File: config.mk
export PLATFORM = sky130hd
export DESIGN_NAME = mop_tree_adder_pipe
export DESIGN_NICKNAME = d
export VERILOG_FILES = /design/src/rtl/mop_tree_adder_pipe.sv
export SDC_FILE = /design/constraint.sdc
export NUM_CORES = 1
export LEC_CHECK = 0
export ABC_AREA = 1
export ABC_CLOCK_PERIOD_IN_PS = 4900
export CAP_MARGIN = 30
export CORE_AREA = 4 4 166 168
export CTS_CLUSTER_DIAMETER = 200
export DETAILED_ROUTE_END_ITERATION = 8
export DIE_AREA = 0 0 170 172
export GPL_ROUTABILITY_DRIVEN = 0
export PLACE_DENSITY = 0.73
export SYNTH_ARGS = -nofsm -noshare
export SYNTH_HDL_FRONTEND = slang
export SYNTH_SLANG_ARGS = --single-unit
File: constraint.sdc
create_clock -name clk -period 4.9 [get_ports clk]
set_input_delay 1.47 -clock clk [delete_from_list [all_inputs] [get_ports clk]]
set_output_delay 1.47 -clock clk [all_outputs]
set_load 0.05 [all_outputs]
File: src/rtl/mop_tree_adder_pipe.sv
// Pipelined multi-operand binary tree adder: one register stage per tree level,
// per-vector signed/unsigned mode, valid/ready stream handshake with backpressure.
module mop_tree_adder_pipe #(
    parameter int NUM_OPS = 8,
    parameter int W       = 18,
    localparam int LEVELS = $clog2(NUM_OPS)
) (
    input  logic                    clk,
    input  logic                    rst_n,
    input  logic                    in_valid,
    output logic                    in_ready,
    input  logic [NUM_OPS*W-1:0]    in_data,
    input  logic                    in_signed,
    output logic                    out_valid,
    input  logic                    out_ready,
    output logic [W+LEVELS-1:0]     out_sum
);

    // Handshake: a stage transfer happens on an edge where valid && ready.
    // The whole pipe freezes only when a finished result is waiting on the
    // consumer (stall); bubbles otherwise advance like data.
    logic stall;

    assign stall    = out_valid && !out_ready;
    assign in_ready = !stall;

    for (genvar l = 1; l <= LEVELS; l++) begin : g_lvl
        localparam int N  = NUM_OPS >> l;
        localparam int CW = W + l - 1;

        logic [CW-1:0]  child [2*N];
        logic           child_valid;
        logic           child_signed;
        logic [CW:0]    sum_d [N];
        logic [CW:0]    sum_q [N];
        logic           valid_d, valid_q;
        logic           sgn_d, sgn_q;

        if (l == 1) begin : g_src
            always_comb begin
                for (int k = 0; k < 2*N; k++) begin
                    child[k] = in_data[k*W +: W];
                end
            end
            assign child_valid  = in_valid;
            assign child_signed = in_signed;
        end else begin : g_src
            always_comb begin
                for (int k = 0; k < 2*N; k++) begin
                    child[k] = g_lvl[l-1].sum_q[k];
                end
            end
            assign child_valid  = g_lvl[l-1].valid_q;
            assign child_signed = g_lvl[l-1].sgn_q;
        end

        // Sums only load for a valid vector, so bubbles leave the adders' flops quiet.
        always_comb begin
            sum_d   = sum_q;
            valid_d = valid_q;
            sgn_d   = sgn_q;
            if (!stall) begin
                valid_d = child_valid;
                if (child_valid) begin
                    sgn_d = child_signed;
                    for (int k = 0; k < N; k++) begin
                        sum_d[k] = {child_signed & child[2*k][CW-1],   child[2*k]}
                                 + {child_signed & child[2*k+1][CW-1], child[2*k+1]};
                    end
                end
            end
        end

        always_ff @(posedge clk or negedge rst_n) begin
            if (!rst_n) begin
                for (int k = 0; k < N; k++) begin
                    sum_q[k] <= '0;
                end
                valid_q <= 1'b0;
                sgn_q   <= 1'b0;
            end else begin
                for (int k = 0; k < N; k++) begin
                    sum_q[k] <= sum_d[k];
                end
                valid_q <= valid_d;
                sgn_q   <= sgn_d;
            end
        end
    end

    assign out_valid = g_lvl[LEVELS].valid_q;
    assign out_sum   = g_lvl[LEVELS].sum_q[0];

endmodule

==> Word level (Yosys, flattened, before mapping) <==
Index checks and enable logic that the tools add are counted.
{ "word_totals": {"ff_bits": 142, "in_bits": 149, "out_inout_bits": 23, "elab_cells": 40} }
{ "classes": {"add_sub_neg": 7, "bitwise": 15, "reduce_logical": 6} }
{ "ops": {"columns": ["cell", "count"], "rows": [
  ["19-bit adder", 4],
  ["20-bit adder", 2],
  ["21-bit adder", 1],
  ["1-bit AND", 14],
  ["2-bit AND reduction", 3],
  ["1-bit zero test", 2],
  ["1-bit logical AND", 1],
  ["1-bit inverter", 1]
]} }

==> Logic depth before layout (Yosys ltp) <==
Gate-level depths: netlist of run 1.
{ "depth": {"word_depth": 4, "ltp_mapped": 13, "depth_no_buf": 13} }

==> Least setup slack after synthesis of run 1 <==
No wires, ideal clock.
{ "synth_path": {"path_kind": "input to output", "from": "input out_ready", "to": "output in_ready", "arrival_time_ns": 1.752, "slack_ns": 1.678, "cell_stages": 2, "n_path_buf": 0, "cell_sequence": "nor2_4 inv_2"} }
{ "synth_between": {"elab_chain_len": 3} }
{ "synth_lines": {"columns": ["item", "line", "text"], "rows": [
  ["from (decl)", "15", "input logic out_ready,"],
  ["1-bit zero test", "24", "assign stall = out_valid && !out_ready;"],
  ["1-bit logical AND", "24", null],
  ["1-bit zero test", null, null],
  ["to (decl)", "11", "output logic in_ready,"]
]} }
Every way passes these cells.

==> Final worst setup path of run 1 <==
Same ends and word-level chain as after synthesis.

==> summary.md, run 1 <==
| Metric | Value |
|---|---|
| Outcome | complete, no violations |
| Post_cts resized | 0 |
| First-pass detailed-route iteration total | 5 |
| Hold Startpoint | g_lvl[2].valid_q |
| Via count | 12832 |
| Setup TNS Final | 0 ps |
| CP Capture Point | in_ready |
| Synth top area cells | dfrtp_1 (28%), nand2_1 (23%), ha_1 (13%) |
| Multi-input logic area | just over 8000 sq um |
| Clock Path Buffers | 2 |
| Filler cells | around 2500 |
| Clock share of power | about 18% |
| Sw Ratio | a little under half |
| Routed len/inst | between 10 and 15 microns |
| Cell with the most instances after synthesis | nand2_1 |
| Worst hold path class | flop to flop |
| Setup bufs post-CTS | 0 |
| Fmax | approximately 230 MHz |
| Residual DRC | 0 |
| Worst-path clk slew | about 60 ps |
| Reg area | 3550 sq um |
| Die ar. | approximately 29000 sq um |
| Starting Density | 49.6% |
| Hold Vio Cnt, Final | 0 |
| Power Internal | 4.26 mW |
| TritonCTS Buffers | 17 |
| # diodes | 0 |
| Die Width | roughly 170 microns |
| CTS tree | yes |
| Worst Path Required | roughly 3400 ps |
| Syn. warnings | 0 |
| Layout Skew | 7.95 ps |
| Slowest CP cell | clkdlybuf4s50_1 |
| EDFF count, synth | 0 |
| Bufs and invs on worst path | 3 |
| Cells after DPL | between 2000 and 2500 |
| # hold bufs at CTS | 0 |
| Pins Over Slew Limit | 0 |
| Initial antenna violation count | 0 |
| Post-Route WL | between 30 and 40 mm |
| Fin crit share | roughly nine tenths |
| Leakage | about 8.2 nW |
| Area after DPL | 14900 sq um |
| RSZ-0062 raised after global routing | no |
| Overall Power | 8.02 mW |
| Worst setup startpoint | out_ready |
| Vias in the first global route | between 10000 and 15000 |
| Core Util, Final | between 50% and 60% |
| Critical path class | input port to primary output |
| R2R setup slack | between 2000 and 3000 ps |
| Max cap viols | 0 |
| Worst R2R Path Depth | 10 |
| Congestion Overflow GR | 0 |
| Most instantiated cells after synthesis | nand2_1 (785), inv_1 (220), nand3_1 (156), dfrtp_1 (142), nor2_1 (133) |
| Worst skew pair latency | around 420 ps |
| Synth Cell Area | around 13000 sq um |
| Htree depth | 4 |
| Final HPWL DP | approximately 27 mm |
| Logic pwr share | a little under three fifths |
| Post-route antenna net violation count | 0 |
| Slew Limit Headroom | a little under two fifths |
| Startpoint types | input port |
| Synth area leader | dfrtp_1 |
| Netlist cell types | 30 |
| Crit path top cell by count | clkdlybuf4s50_1 |
| DP Worst Slack | ~470 ps |
| Wire length of the first global-routing pass | between 50 and 60 mm |
| Final worst slack | 483 ps |
| Largest net degree at the start of global routing | a little over 90 |
| Worst Path Max Fanout | 5 |
| Slew @ Worst Pin | ~950 ps |
| Chip Height | about 170 microns |
| Crit. End Element | primary output |
| Tmin final | around 4400 ps |
| Setup violations, final | 0 |
| Share of cells above drive strength 1 | between 3 and 4% |
| Cells after Synth | between 1500 and 2000 |
| Final non-filler cell area | approximately 16000 sq um |
| Synth Register Bits | 142 |
| Reg2reg end | g_lvl[2].sum_q[36] |
| Top delay family on crit path | buffers and inverters |
| Worst path depth | 4 |
| Synth top area share | ~28% |
| Filler-free cell count of the finished design | approximately 2500 |
| Synth async-reset ratio | 100% |
| Sequential fraction of the synthesis area | 27.7% |
| GRT Util Overall | approximately 23% |
| Core Rows | just under 60 |
| Primary FF master, synth | dfrtp_1 |
| # clock sinks | 142 |
| Reg power frac | about a quarter |
| DR iter-0 viols | 775 |
| Placeable Area | roughly 26000 sq um |
| Crit-path cells | clkdlybuf4s50_1 > nor2_4 > inv_2 > clkdlybuf4s50_1 |
| CP peak stage delay | approximately 810 ps |
| I/O Pins | ~170 |
| Pwr dens | between 500 and 600 nW/um^2 |
| Syn Nets | between 2000 and 2500 |
| Max VDD drop | between 0.4 and 0.5 mV |
| Vias per cell | roughly 5.1 |
| Area growth syn-to-layout | 21.0% |
| Root Buffer | clkbuf_16 |
| Psw | between 3 and 4 mW |
| Worst Path Arrival | approximately 3000 ps |
| Hold WS | between 400 and 500 ps |
| Avg Inst Size Synth | 6.50 sq um |
| Port buffer count | 171 |
| FF-to-FF Start | g_lvl[1].sum_q[38] |
| Layout Nets | around 2400 |
## per-layer routing
layer / vias up / track usage, % / part of all wire (%)
li1: 6672 / - / -
met1: 5836 / 27.9 / 43
met2: 275 / 41.6 / 49
met3: 49 / 3.22 / 4.0
met4: 0 / 7.81 / 3.3
met5: - / 0 / 0
## logic make-up (layout without fill, tap and decap cells)
group                      after synthesis  in the layout  synth area share [%]
DFF                                    142            142                  27.7
adders and majority gates              137            137                  13.8
and+or+nand+nor                       1165           1165                  38.0
buffers and inverters                  251            431                  7.71
xor gates and xnor gates                58             58                  3.95
AOI/OAI and AO/OA                      224            224                  8.89
## registers in the layout, indices dropped and copies added (netlist names)
signal,count
g_lvl.sgn_q,2
g_lvl.sum_q,116
g_lvl.valid_q,2
out_sum,21
out_valid,1
## cell usage in the layout (no fill, tap or decap), types with 8 or more instances in the layout
master / count
o21ai_1: 18
xor2_1: 9
nand3_1: 156
nor3_1: 8
ha_1: 130
o21ai_0: 84
nand3b_1: 32
dfrtp_1: 142
and2_1: 23
nand2_1: 785
nand3_2: 13
nor2_1: 133
xnor2_1: 49
clkbuf_16: 17
clkdlybuf4s50_1: 170
a21oi_1: 114
inv_1: 220
## power by group through the flow
stage	Combinational [mW]	Sequential, mW	Clock, mW
floorplan	3.13	2.16	0
global placement	4.42	2.01	0
detailed placement	4.51	2.02	0
CTS	4.57	2.01	1.45
global route	5.20	2.05	1.51
finish	4.58	2.01	1.43
## final cells by class
type | count | share of cell area [%]
Inverter | 223 | 5.40
Tap cell | 335 | 2.70
Multi-Input combinational cell | 1584 | 53.5
Timing Repair Buffer | 176 | 11.3
Clock inverter | 15 | 1.48
Sequential cell | 142 | 22.9
Clock buffer | 17 | 2.74
## worst min-delay path: cells and delay by family, from the launching register on
| family | cells | cell delay [ps] |
|---|---|---|
| simple gates | 1 | 70 |
| buf+inv | 1 | 60 |
| flops | 1 | 320 |
## worst min path at each step
stage / end / slack (ps) / cells past startpoint
after floorplan: out_valid / 430 / 2
after global placement: out_valid / 450 / 2
after detailed placement: out_valid / 460 / 2
after CTS: out_valid / 480 / 2
after global routing: out_sum[2] / 500 / 2
final: out_valid / 470 / 2
(Power assumes the default switching activity.)
==> run 2: changes to the inputs <==
--- a/config.mk
+++ b/config.mk
@@ -9,11 +9,10 @@
 export ABC_CLOCK_PERIOD_IN_PS = 4900
 export CAP_MARGIN = 30
 export CORE_AREA = 4 4 166 168
-export CTS_CLUSTER_DIAMETER = 200
 export DETAILED_ROUTE_END_ITERATION = 8
 export DIE_AREA = 0 0 170 172
 export GPL_ROUTABILITY_DRIVEN = 0
-export PLACE_DENSITY = 0.73
+export PLACE_DENSITY = 0.83
 export SYNTH_ARGS = -nofsm -noshare
 export SYNTH_HDL_FRONTEND = slang
 export SYNTH_SLANG_ARGS = --single-unit
==> run 2 against run 1 <==
Global-route usage shrank 0.95 points. Core utilization shrank 0.29 points. Critical path depth is the same. Clock power shrank 15%. First-iteration DRC count grew 12%. Critical path type unchanged. Largest power group unchanged.
==> summary.md, run 2 (synthesis gave the netlist of run 1 again) <==
| Metric | Value |
|---|---|
| I/O Pins | between 150 and 200 |
| Slew @ Worst Pin | 872 ps |
| Post-Route WL | approximately 32 mm |
| Max VDD drop | around 0.49 mV |
| Die Width | 170 microns |
| Cells after DPL | roughly 2500 |
| Worst Path Required | around 3400 ps |
| DR iter-0 viols | 870 |
| Chip Height | 172 microns |
| Hold Vio Cnt, Final | 0 |
| Die ar. | 29200 sq um |
| # diodes | 0 |
| Final HPWL DP | roughly 26 mm |
| Placeable Area | roughly 26000 sq um |
| Fin crit share | around four fifths |
| First-pass detailed-route iteration total | 6 |
| Root Buffer | clkbuf_16 |
| Reg area | ~3600 sq um |
| Vias per cell | ~5.2 |
| Wire length of the first global-routing pass | around 54 mm |
| Startpoint types | input port |
| # clock sinks | about 140 |
| Worst Path Arrival | 2360 ps |
| Port buffer count | between 150 and 200 |
| Pwr dens | 502 nW/um^2 |
| TritonCTS Buffers | 17 |
| Worst hold path class | flop to flop |
| Pins Over Slew Limit | 0 |
| Worst skew pair latency | between 400 and 500 ps |
| Initial antenna violation count | 0 |
| Routed len/inst | between 10 and 15 microns |
| Filler cells | roughly 2400 |
| Post_cts resized | 0 |
| Crit. End Element | primary output |
| Hold Path Stages | 2 |
| Area growth syn-to-layout | 20.4% |
| Sw Ratio | roughly half |
| Critical path class | input port to primary output |
| Core Rows | 59 |
| Most common cell after layout, fill and taps aside | nand2_1 |
| GRT Util Overall | between 20% and 30% |
| CTS tree | yes |
| Htree depth | 4 |
| Multi-input logic area | 8310 sq um |
| Largest net degree at the start of global routing | between 100 and 150 |
| CP peak stage delay | about 440 ps |
| Worst Path Max Fanout | 5 |
| Share of cells above drive strength 1 | roughly 3.2% |
| Reg power frac | between 20% and 30% |
| Worst-path clk slew | about 60 ps |
| Slew Limit Headroom | a little over two fifths |
| Post-route antenna net violation count | 0 |
| Setup bufs post-CTS | 0 |
| Slowest CP cell | clkdlybuf4s50_1 |
| Setup TNS Final | 0 ps |
| Fmax | around 260 MHz |
| Hold Startpoint | out_sum[11] |
| Power Internal | approximately 4.0 mW |
| Vias in the first global route | approximately 12000 |
| FF-to-FF Start | g_lvl[1].sum_q[57] |
| Via count | roughly 13000 |
| Worst R2R Path Depth | 11 |
| Layout Skew | between 7 and 8 ps |
| Residual DRC | 0 |
| Reg2reg end | g_lvl[2].sum_q[36] |
| Largest register by flop count | g_lvl.sum_q |
| Leakage | around 8.2 nW |
| Number of flip-flops in the largest register | 116 |
| Max cap viols | 0 |
| Starting Density | 49.6% |
| Layout Nets | around 2400 |
| Outcome | complete, no violations |
| Tmin final | about 3800 ps |
| R2R setup slack | 2780 ps |
| Logic pwr share | between 50% and 60% |
| Clock share of power | between 10% and 20% |
| Crit-path cells | clkdlybuf4s50_1 > nor2_4 > inv_2 > buf_4 |
| Worst Hold End | out_sum[11] |
| RSZ-0062 raised after global routing | no |
| Setup violations, final | 0 |
| Clock Path Buffers | 2 |
| Congestion Overflow GR | 0 |
| Filler-free cell count of the finished design | around 2500 |
| Psw | between 3 and 4 mW |
| Most frequent cells in the layout | nand2_1 (785), inv_1 (220), clkdlybuf4s50_1 (169), nand3_1 (156), dfrtp_1 (142) |
| # hold bufs at CTS | 0 |
-- run 2: metal layers --
| layer | track usage [%] | up-vias | share of wire (%) |
|---|---|---|---|
| li1 | - | 6680 | - |
| met1 | 26.1 | 5903 | 42 |
| met2 | 39.9 | 330 | 50 |
| met3 | 3.11 | 79 | 4.4 |
| met4 | 8.96 | 0 | 3.7 |
| met5 | 0 | - | 0 |
-- run 2: layout make-up --
| class | count | area share, % |
|---|---|---|
| repair buffers | 178 | 11.5 |
| well taps | 335 | 2.71 |
| flip-flops and latches | 142 | 23.0 |
| clock inverters | 14 | 0.785 |
| clock buffers | 18 | 2.84 |
| inverters | 223 | 5.43 |
| multi-input cells | 1584 | 53.7 |
-- run 2: worst max path at each step --
stage,slack (ps),cells after the start,from,endpoint
2_1_floorplan,1680,2,out_ready,in_ready
3_3_place_gp,1070,4,out_ready,in_ready
3_5_place_dp,1060,4,out_ready,in_ready
4_1_cts,1060,4,out_ready,in_ready
5_1_grt,1010,4,out_ready,in_ready
6_report,1070,4,out_ready,in_ready
-- run 2: worst max-delay path: cells and delay by family --
family / cells / cell delay, ps
buf+inv: 3 / 710
simple gates: 1 / 180
-- run 2: power groups by stage --
stage | registers, mW | logic, mW | clock network [mW]
6_report | 2.01 | 4.53 | 1.22
2_1_floorplan | 2.16 | 3.13 | 0
3_3_place_gp | 2.00 | 4.35 | 0
3_5_place_dp | 2.01 | 4.46 | 0
5_1_grt | 2.05 | 5.11 | 1.29
4_1_cts | 2.00 | 4.50 | 1.23
-- run 2: metrics by stage --
step | util [%] | power, mW | hold slack [ps] | worst slack (ps) | area, sq um
6_report | 59.7 | 7.75 | 479 | 1070 | 15500
5_1_grt | 59.7 | 8.45 | 493 | 1010 | 15500
4_1_cts | 59.6 | 7.73 | 482 | 1060 | 15400
3_5_place_dp | 57.4 | 6.47 | 466 | 1060 | 14900
3_3_place_gp | 57.4 | 6.35 | 447 | 1070 | 14900
2_1_floorplan | - | 5.28 | 432 | 1680 | 12800
==> run 3: changes to the inputs <==
--- a/config.mk
+++ b/config.mk
@@ -6,7 +6,7 @@
 export NUM_CORES = 1
 export LEC_CHECK = 0
 export ABC_AREA = 1
-export ABC_CLOCK_PERIOD_IN_PS = 4900
+export ABC_CLOCK_PERIOD_IN_PS = 3900
 export CAP_MARGIN = 30
 export CORE_AREA = 4 4 166 168
 export DETAILED_ROUTE_END_ITERATION = 8
==> constraint.sdc (replaced) <==
create_clock -name clk -period 3.9 [get_ports clk]
set_input_delay 1.17 -clock clk [delete_from_list [all_inputs] [get_ports clk]]
set_output_delay 1.17 -clock clk [all_outputs]
set_load 0.05 [all_outputs]
==> run 3 against run 2 <==
Worst hold slack got worse by 9.7 ps. Cell count stayed put. First-iteration DRC count fell by 16%. Clock skew increased by 2.3 ps. Die area is the same. Core utilization up 0.21 points. Total power up 27%. Sequential share of layout area is 0.080 points lower. Register-to-register slack worse by 1000 ps. Critical path type unchanged. Largest power group unchanged.
==> summary.md, run 3 (synthesis gave the netlist of run 1 again) <==
| Metric | Value |
|---|---|
| First-pass detailed-route iteration total | 6 |
| Setup bufs post-CTS | 0 |
| # diodes | 0 |
| Wire length of the first global-routing pass | 54.2 mm |
| Clock Path Buffers | 2 |
| Die Width | approximately 170 microns |
| Tmin final | about 3200 ps |
| Die ar. | around 30000 sq um |
| Number of flip-flops in the largest register | between 100 and 150 |
| Residual DRC | 0 |
| Worst Path Required | between 2000 and 3000 ps |
| Reg2reg end | g_lvl[2].sum_q[32] |
| Hold Startpoint | g_lvl[2].valid_q |
| Routed len/inst | 13.2 microns |
| CTS tree | yes |
| TritonCTS Buffers | 17 |
| Setup violations, final | 0 |
| Max VDD drop | between 0.5 and 0.6 mV |
| Layout Nets | 2432 |
| # clock sinks | about 140 |
| Worst Path Max Fanout | 5 |
| Worst-path clk slew | 60 ps |
| RSZ-0062 raised after global routing | no |
| Power Internal | around 5.2 mW |
| Post-Route WL | between 30 and 40 mm |
| DR iter-0 viols | approximately 730 |
| Crit. End Element | primary output |
| Worst skew pair latency | ~420 ps |
| Slew @ Worst Pin | around 900 ps |
| Pwr dens | around 640 nW/um^2 |
| Critical path class | input port to primary output |
| Via count | around 13000 |
| Most common cell after layout, fill and taps aside | nand2_1 |
| Share of cells above drive strength 1 | 3.06% |
| Largest register by flop count | g_lvl.sum_q |
| Logic pwr share | between 50% and 60% |
| Worst Path Arrival | 2040 ps |
| Most frequent cells in the layout | nand2_1 (785), inv_1 (220), clkdlybuf4s50_1 (169), nand3_1 (156), dfrtp_1 (142) |
| Largest net degree at the start of global routing | 100 |
| Final HPWL DP | roughly 27 mm |
| Max cap viols | 0 |
| Clock share of power | roughly 16% |
| Fin crit share | between 80% and 90% |
| Pins Over Slew Limit | 0 |
| Worst Hold End | out_valid |
| Area growth syn-to-layout | 20.8% |
| # hold bufs at CTS | 0 |
| Setup TNS Final | 0 ps |
| Port buffer count | around 170 |
| Fmax | 312 MHz |
| Psw | between 4 and 5 mW |
| Congestion Overflow GR | 0 |
| Starting Density | around 50% |
| Worst R2R Path Depth | 10 |
| Hold Vio Cnt, Final | 0 |
| Worst hold path class | flop to flop |
| Htree depth | 4 |
| Layout Skew | 9.81 ps |
| Root Buffer | clkbuf_16 |
| Leakage | around 8 nW |
| Core Rows | 59 |
| R2R setup slack | about 1800 ps |
| Post-route antenna net violation count | 0 |
| Vias in the first global route | around 12000 |
| Core Util, Final | between 50% and 60% |
| Chip Height | approximately 170 microns |
| Startpoint types | input port |
| GRT Util Overall | roughly 22% |
| Outcome | complete, no violations |
| I/O Pins | around 170 |
| Slew Limit Headroom | around two fifths |
| Reg power frac | between 20% and 30% |
| Vias per cell | around 5.2 |
| Placeable Area | 25900 sq um |
| FF-to-FF Start | g_lvl[1].sum_q[57] |
| Sw Ratio | ~47% |
| Hold Path Stages | 2 |
| Post_cts resized | 0 |
| Initial antenna violation count | 0 |
## run 3: cell types whose count changed in the layout (fill, tap and decap cells not counted)
cell / change
buf_4: -3
inv_6: -4
clkinv_2: -1
bufinv_16: +2
inv_8: -2
clkbuf_1: +3
buf_16: -1
buf_12: +4
clkinvlp_4: +2
## run 3: layer usage
metal	GRT usage, %	vias up	part of all wire, %
li1	-	6666	-
met1	26.4	5898	42
met2	41.6	340	51
met3	2.97	68	4.2
met4	7.64	0	3.4
met5	0	-	0
## run 3: worst max-delay path by stage
| stage | startpoint | to | slack [ps] | cells past startpoint |
|---|---|---|---|---|
| floorplan | out_ready | in_ready | 1280 | 2 |
| global placement | out_ready | in_ready | 710 | 4 |
| detailed placement | in_data[36] | g_lvl[1].sum_q[54] | 640 | 14 |
| CTS | out_ready | in_ready | 680 | 4 |
| global route | out_ready | in_ready | 650 | 4 |
| finish | out_ready | in_ready | 690 | 4 |
## run 3: layout make-up
class,instances,area (sq um)
multi-input combinational,1584,8310
clock buffer,21,450
timing repair buffer,178,1810
tap,335,419
sequential,142,3550
inverter,223,840
clock inverter,11,134
fill,2363,10400
## run 3: critical path, stage by stage
cell and delay [ps]:
clkdlybuf4s50_1 440, nor2_4 180, inv_2 100, buf_12 160
## run 3: power by group through the flow
stage                     clock network [mW]  registers, mW  logic [mW]
after global placement                     0           2.52        5.49
final                                   1.60           2.53        5.73
after floorplan                            0           2.71        3.93
after detailed placement                   0           2.54        5.64
after global routing                    1.70           2.59        6.45
after CTS                               1.62           2.53        5.70
## run 3: metrics by stage
step           area (sq um)  setup WS [ps]  power [mW]  hold slack [ps]  cells
2_1_floorplan         12800           1280        6.64              432   1977
3_3_place_gp          14900            706        8.01              454   2462
3_5_place_dp          14900            639        8.18              457   2462
4_1_cts               15500            681        9.84              472   2494
5_1_grt               15500            653        10.7              502   2494
6_report              15500            690        9.86              469   2494
